$ cat src/rtl/cla_pkg.sv
// Shared constants and types for the 16-bit two-level carry-lookahead adder.
package cla_pkg;

  localparam int ADD_WIDTH   = 16;
  localparam int SLICE_WIDTH = 4;
  localparam int NUM_SLICES  = 4;

  typedef logic [ADD_WIDTH-1:0] add_word_t;

  // Everything the output stage captures for one accepted operand pair.
  typedef struct packed {
    add_word_t sum;
    logic      c_out;
    logic      p_out;
    logic      g_out;
  } add_result_t;

  // Two-level lookahead term: carry out of a group given its propagate,
  // generate and carry-in.
  function automatic logic group_carry(input logic grp_p, input logic grp_g,
                                       input logic cin);
    return grp_g | (grp_p & cin);
  endfunction

endpackage

$ cat src/rtl/cla_4bit_slice.sv
// One 4-bit carry-lookahead slice: flattened internal carries from cin,
// plus group propagate/generate for the second-level lookahead unit.
module cla_4bit_slice
  import cla_pkg::*;
(
  input  logic [SLICE_WIDTH-1:0] a,
  input  logic [SLICE_WIDTH-1:0] b,
  input  logic                   cin,
  output logic [SLICE_WIDTH-1:0] s,
  output logic                   P,
  output logic                   G
);

  logic [SLICE_WIDTH-1:0] p;
  logic [SLICE_WIDTH-1:0] g;
  logic [SLICE_WIDTH-1:0] c;

  // Bit-level propagate and generate.
  generate
    for (genvar gi = 0; gi < SLICE_WIDTH; gi++) begin : g_bit_pg
      assign p[gi] = a[gi] ^ b[gi];
      assign g[gi] = a[gi] & b[gi];
    end
  endgenerate

  // Group terms depend only on a/b, never on cin, so the LCU can use them
  // without waiting for any carry.
  assign P = &p;
  assign G = g[3] | (p[3] & g[2]) | (p[3] & p[2] & g[1])
           | (p[3] & p[2] & p[1] & g[0]);

  // Internal carries expanded as sums of products straight from cin (no ripple).
  always_comb begin
    c    = '0;
    c[0] = cin;
    c[1] = g[0] | (p[0] & cin);
    c[2] = g[1] | (p[1] & g[0]) | (p[1] & p[0] & cin);
    c[3] = g[2] | (p[2] & g[1]) | (p[2] & p[1] & g[0])
         | (p[2] & p[1] & p[0] & cin);
  end

  // Sum bits.
  assign s = p ^ c;

endmodule

$ cat src/rtl/cla_16bit_with_lcu.sv
// 16-bit adder built from four 4-bit lookahead slices and a second-level
// lookahead carry unit; operands are captured and the result registered,
// giving one-cycle latency and one result per cycle when in_valid stays high.
module cla_16bit_with_lcu
  import cla_pkg::*;
(
  input  logic                 clk,
  input  logic                 rst,
  input  logic [ADD_WIDTH-1:0] in1,
  input  logic [ADD_WIDTH-1:0] in2,
  input  logic                 c_in,
  input  logic                 in_valid,
  output logic [ADD_WIDTH-1:0] sum,
  output logic                 c_out,
  output logic                 p_out,
  output logic                 g_out,
  output logic                 out_valid
);

  logic [NUM_SLICES-1:0] slice_p;
  logic [NUM_SLICES-1:0] slice_g;
  logic [NUM_SLICES-1:0] slice_cin;
  logic                  carry_16;
  add_word_t             sum_comb;

  add_result_t result_next;
  add_result_t result_reg;
  logic        valid_reg;

  // Four identical slices; each takes its carry-in from the LCU.
  generate
    for (genvar gi = 0; gi < NUM_SLICES; gi++) begin : g_slice
      cla_4bit_slice u_slice (
        .a   (in1[gi*SLICE_WIDTH +: SLICE_WIDTH]),
        .b   (in2[gi*SLICE_WIDTH +: SLICE_WIDTH]),
        .cin (slice_cin[gi]),
        .s   (sum_comb[gi*SLICE_WIDTH +: SLICE_WIDTH]),
        .P   (slice_p[gi]),
        .G   (slice_g[gi])
      );
    end
  endgenerate

  // Second-level lookahead: every slice carry-in is a flat sum of products
  // of c_in and the slice P/G terms, so no carry crosses more than one level.
  always_comb begin
    slice_cin    = '0;
    slice_cin[0] = c_in;
    slice_cin[1] = group_carry(slice_p[0], slice_g[0], c_in);
    slice_cin[2] = slice_g[1]
                 | (slice_p[1] & slice_g[0])
                 | (slice_p[1] & slice_p[0] & c_in);
    slice_cin[3] = slice_g[2]
                 | (slice_p[2] & slice_g[1])
                 | (slice_p[2] & slice_p[1] & slice_g[0])
                 | (slice_p[2] & slice_p[1] & slice_p[0] & c_in);
  end

  // Carry out of bit 15 and the 16-bit group terms used for 32-bit cascading.
  always_comb begin
    result_next       = '0;
    carry_16          = slice_g[3]
                      | (slice_p[3] & slice_g[2])
                      | (slice_p[3] & slice_p[2] & slice_g[1])
                      | (slice_p[3] & slice_p[2] & slice_p[1] & slice_g[0])
                      | (slice_p[3] & slice_p[2] & slice_p[1] & slice_p[0] & c_in);
    result_next.sum   = sum_comb;
    result_next.c_out = carry_16;
    result_next.p_out = &slice_p;
    result_next.g_out = slice_g[3]
                      | (slice_p[3] & slice_g[2])
                      | (slice_p[3] & slice_p[2] & slice_g[1])
                      | (slice_p[3] & slice_p[2] & slice_p[1] & slice_g[0]);
  end

  // Output stage: reset clears everything and drops any in-flight result;
  // otherwise the result loads only on an accepted pair and holds when idle,
  // so unknown operands during idle cycles never reach the outputs.
  always_ff @(posedge clk) begin
    if (rst) begin
      result_reg <= '0;
      valid_reg  <= 1'b0;
    end else begin
      valid_reg <= in_valid;
      if (in_valid) begin
        result_reg <= result_next;
      end
    end
  end

  assign sum       = result_reg.sum;
  assign c_out     = result_reg.c_out;
  assign p_out     = result_reg.p_out;
  assign g_out     = result_reg.g_out;
  assign out_valid = valid_reg;

endmodule

$ cat config.mk
export PLATFORM = sky130hd
export DESIGN_NAME = cla_16bit_with_lcu
export DESIGN_NICKNAME = d
export VERILOG_FILES = /design/src/rtl/cla_pkg.sv /design/src/rtl/cla_4bit_slice.sv /design/src/rtl/cla_16bit_with_lcu.sv
export SDC_FILE = /design/constraint.sdc
export NUM_CORES = 1
export LEC_CHECK = 0
export ABC_AREA = 1
export CAP_MARGIN = 10
export CORE_ASPECT_RATIO = 1.75
export CORE_MARGIN = 3
export CORE_UTILIZATION = 30
export DETAILED_ROUTE_END_ITERATION = 7
export DONT_BUFFER_PORTS = 1
export HOLD_SLACK_MARGIN = 0.1
export SYNTH_ARGS = -nofsm -noshare
export SYNTH_HDL_FRONTEND = slang
export SYNTH_HIERARCHICAL = 1
export SYNTH_SLANG_ARGS = --single-unit
$ cat constraint.sdc
create_clock -name clk -period 2.5 [get_ports clk]
set_input_delay 0.25 -clock clk [delete_from_list [all_inputs] [get_ports clk]]
set_output_delay 0.25 -clock clk [all_outputs]
set_load 0.02 [all_outputs]
# After elaboration in Yosys (flattened, before gate mapping)
# Index checks and enable logic that the tools add are counted.
# W data, S select, Z words.
# word_totals
out_inout_bits,20
inputBits,36
register_bits,20
# op_classes
n_bitwise,154
n_reduce_logical,5
# op_table
operator,count
$and A1 B1 Y1,88
$or A1 B1 Y1,46
$reduce_and A16 Y1,1
$reduce_and A4 Y1,4
$xor A1 B1 Y1,16
$xor A4 B4 Y4,4

# Logic depth before layout (Yosys ltp)
# depth
word_depth,12
mapped_depth,14
mapped_depth_nobuf,14

# Cells and area by module
# Netlist, hierarchy kept.
# modules_own_cells
module,cells_each,n_inst,area_per_inst_um2
cla_16bit_with_lcu,104,1,830.8
cla_4bit_slice,31,4,190.2

# Least setup slack after synthesis
# OpenSTA, ideal clock, no wires.
# synth_path
path_type,input port to flip-flop
from,input port in1[1]
to,register result_reg (netlist bit sum[13])
n_path_buf,0
path_stages,13
arrival_time_ns,1.977
setup_ns,0.116
setup_slack_ns,0.408
path_cell_list,ha_1 > nand2_1 > nand2_1 > nand2_2 > o21bai_1 > nand2_1 > nand3_1 > a21o_1 > inv_1 > fa_1 > xnor2_1 > nor2_2 > nor2_1
# synth_lines
element,line_no,source
"start, declared",cla_16bit_with_lcu.sv:9,"input logic [ADD_WIDTH-1:0] in1,"
"end signal, assigned",cla_16bit_with_lcu.sv:86,result_reg <= result_next;
"end, declared",cla_16bit_with_lcu.sv:27,add_result_t result_reg;

==> flow_metrics.env <==
export IMPL_cp_required_ns=2.65
export IMPL_setup_viol_count_final=0
export IMPL_first_pass_iters=4
export IMPL_nets=285
export IMPL_core_um2=5060
export IMPL_seqPwrFrac_pct=44.6
export IMPL_ir_drop_v=0.000176
export IMPL_ys_types=26
export IMPL_comb_power_share_pct=27.9
export IMPL_drv_cap=0
export IMPL_fin_area_um2=1660
export IMPL_yosys_top_cells_count="nand2_1, nor2_1, inv_1, dfxtp_1"
export IMPL_synth_area_leaders="dfxtp_1, ha_1, nand2_1"
export IMPL_clk_pin_slew_ns=0.08
export IMPL_worst_pin_slew_ns=0.307
export IMPL_crit_slowest_cell="fa_1"
export IMPL_grt_pass1_vias=1432
export IMPL_wirelength_um=3710
export IMPL_start_util_pct=31.4
export IMPL_cp_top_family="simple AND/OR/NAND/NOR gates"
export IMPL_p_int_mw=0.590
export IMPL_pin_count=56
export IMPL_yosys_area_top_type="dfxtp_1"
export IMPL_netlist_area_um2=1590
export IMPL_slew_headroom_pct=79.4
export IMPL_num_vias=1381
export IMPL_die_y_um=102
export IMPL_critPathMaxFanout=6
export IMPL_hp_class="in2reg"
export IMPL_power_mw=0.896
export IMPL_status="finished clean"
export IMPL_num_rows=34
export IMPL_drt_iter0_drc=17
export IMPL_fin_setup_tns_ns=0
export IMPL_cp_slowest_stage_delay_ns=0.37
export IMPL_drc=0
export IMPL_clock_power_share_pct=27.5
export IMPL_synth_most_common_cell="nand2_1"
export IMPL_clkLatencyLatePin_ns=0.25
export IMPL_hold_worst_slack_ns=0.153
export IMPL_ys_seq_area_share_pct=25.2
export IMPL_htreeDepth=1
export IMPL_root_buffer="clkbuf_8"
export IMPL_ys_flop_type="dfxtp_1"
export IMPL_numCtsBuffers=3
export IMPL_ys_ff_latch=20
export IMPL_synth_edf_count=0
export IMPL_multi_input_area_um2=1010
export IMPL_worstSetupStartpointType="primary input"
export IMPL_clk_path_buf_depth=2
export IMPL_worst_clock_skew_ns=0
export IMPL_diodes=0
export IMPL_grt_ovfl_total=0
export IMPL_grt_pass1_wl_um=6050
export IMPL_area_growth_pct=4.48
export IMPL_worst_ep_arrival_time_ns=2.22
export IMPL_wl_per_cell_um=13.2
export IMPL_min_period_over_period_pct=82.6
export IMPL_gp_congestion=0.721
export IMPL_viasPerCell=4.90
export IMPL_syn_num_nets=284
export IMPL_grt_setup_unrepaired="no"
export IMPL_critPathKind="in2reg"
export IMPL_avgSynthCellArea_um2=6.98
export IMPL_cts_hold_buf=1
export IMPL_p_sw_share_pct=34.2
export IMPL_critical_path_cell_chain="ha_1, nand2_1, nor3_1, nand2_1, inv_1, nand2_1, nand3_1, a21o_1, inv_1, fa_1, xnor2_1, nor2_2, nor2_1"
export IMPL_dpl_cell_area_um2=1600
export IMPL_cts_setup_buffers=0
export IMPL_period_minus_slack_ns=2.06
export IMPL_path_common_cell="nand2_1"
export IMPL_ff_latch_area_um2=400
export IMPL_port_buffers=0
export IMPL_async_reset_ff_share_pct=0
export IMPL_clkSinkCount=20
export IMPL_fmax_mhz=484
export IMPL_antenna_found_initial=0
export IMPL_crit_buf_inv=2
export IMPL_net_switching_power_mw=0.306
export IMPL_power_leakage_nw=0.858
export IMPL_ctsResizeCount=0
export IMPL_power_density_nw_per_um2=539
export IMPL_grt_max_degree=21
export IMPL_postRouteAntennaNets=0
export IMPL_hpwl_um=3090
export IMPL_die_x_um=61.1
export IMPL_fill_cells=563
export IMPL_ys_warn_count=6
export IMPL_netlist_area_leader_share_pct=25.2
export IMPL_maxSlewViolCount=0
export IMPL_dieArea_um2=6250
export IMPL_hold_viol=0
export IMPL_drive_gt1_share_pct=8.77
export IMPL_synth_cells=228
export IMPL_crit_path_end_kind="flop"
export IMPL_grtUsageTotal_pct=12.7
export IMPL_cts_tree="yes"
## metal layers
metal  share of wire [%]  global-route usage (%)  vias up
li1                    -                       -      726
met1                  34                    10.6      624
met2                  58                    26.5       29
met3                 6.8                    2.53        2
met4                 1.3                    5.01        0
met5                   0                       0        -
## final timing paths
| check | start | endpoint | slack (ns) | cells after the start |
|---|---|---|---|---|
| max | in1[5] | sum[13] | 0.44 | 13 |
| min | in_valid | sum[10] | 0.15 | 2 |
| max reg2reg | g_out | g_out | 1.69 | 4 |
| min reg2reg | sum[10] | sum[10] | 0.60 | 2 |
## cell type report
type	instances	share of cell area, %
Clock buffer	4	3.31
Timing Repair Buffer	1	0.602
Inverter	31	7.45
Tap cell	54	4.06
Sequential cell	20	24.1
Multi-Input combinational cell	172	60.5
## metrics by stage
stage	setup WS, ns	utilization [%]	cells
CTS	0.415	32.8	282
detailed placement	0.145	31.6	277
global placement	0.190	31.6	277
finish	0.435	32.8	282
global route	0.204	32.8	282
floorplan	0.408	-	228
## registers in the layout (all words and copies together) (netlist names)
name and flops:
sum 16, c_out 1, g_out 1, out_valid 1, p_out 1
## logic make-up after synthesis
kind of cell             after synthesis  synth area share [%]
AO/OA/AOI/OAI                         28                  9.91
flip-flops                            20                  25.2
XOR/XNOR                               4                  2.20
AND/OR/NAND/NOR                      120                  33.5
adder cells (fa/ha/maj)               20                  17.6
buffers and inverters                 36                  11.6
## cells in the final DEF, fill, tap and decap left out
cell	Yosys	final
ha_1	16	16
nor2_1	32	32
nand4_1	4	4
dlygate4sd3_1	0	1
clkbuf_8	0	4
or2_0	4	4
nor3_1	4	4
nor2_2	9	9
o21bai_1	4	4
nand2_2	4	4
inv_1	29	29
xnor2_1	4	4
a21oi_1	4	4
nor2_4	1	1
o21ai_0	16	16
a22oi_1	1	1
fa_1	4	4
nand2_1	48	48
o21ai_1	1	1
dfxtp_1	20	20
a21o_1	2	2
inv_2	1	1
nand3_1	14	14
inv_8	1	1
## worst reg2reg max path, cell delays in order, from the launching register on
cell	delay (ns)
dfxtp_1	0.46
inv_1	0.08
nor2_1	0.08
o21ai_0	0.08
inv_1	0.06
## power by group through the flow
stage                     Combinational, mW  Clock [mW]  Sequential, mW
final                                 0.249       0.247           0.399
after floorplan                       0.222           0           0.400
after global routing                  0.293       0.276           0.404
after detailed placement              0.252           0           0.409
after global placement                0.246           0           0.408
after CTS                             0.255       0.259           0.401
No activity file was read; power rests on OpenSTA's default activity.
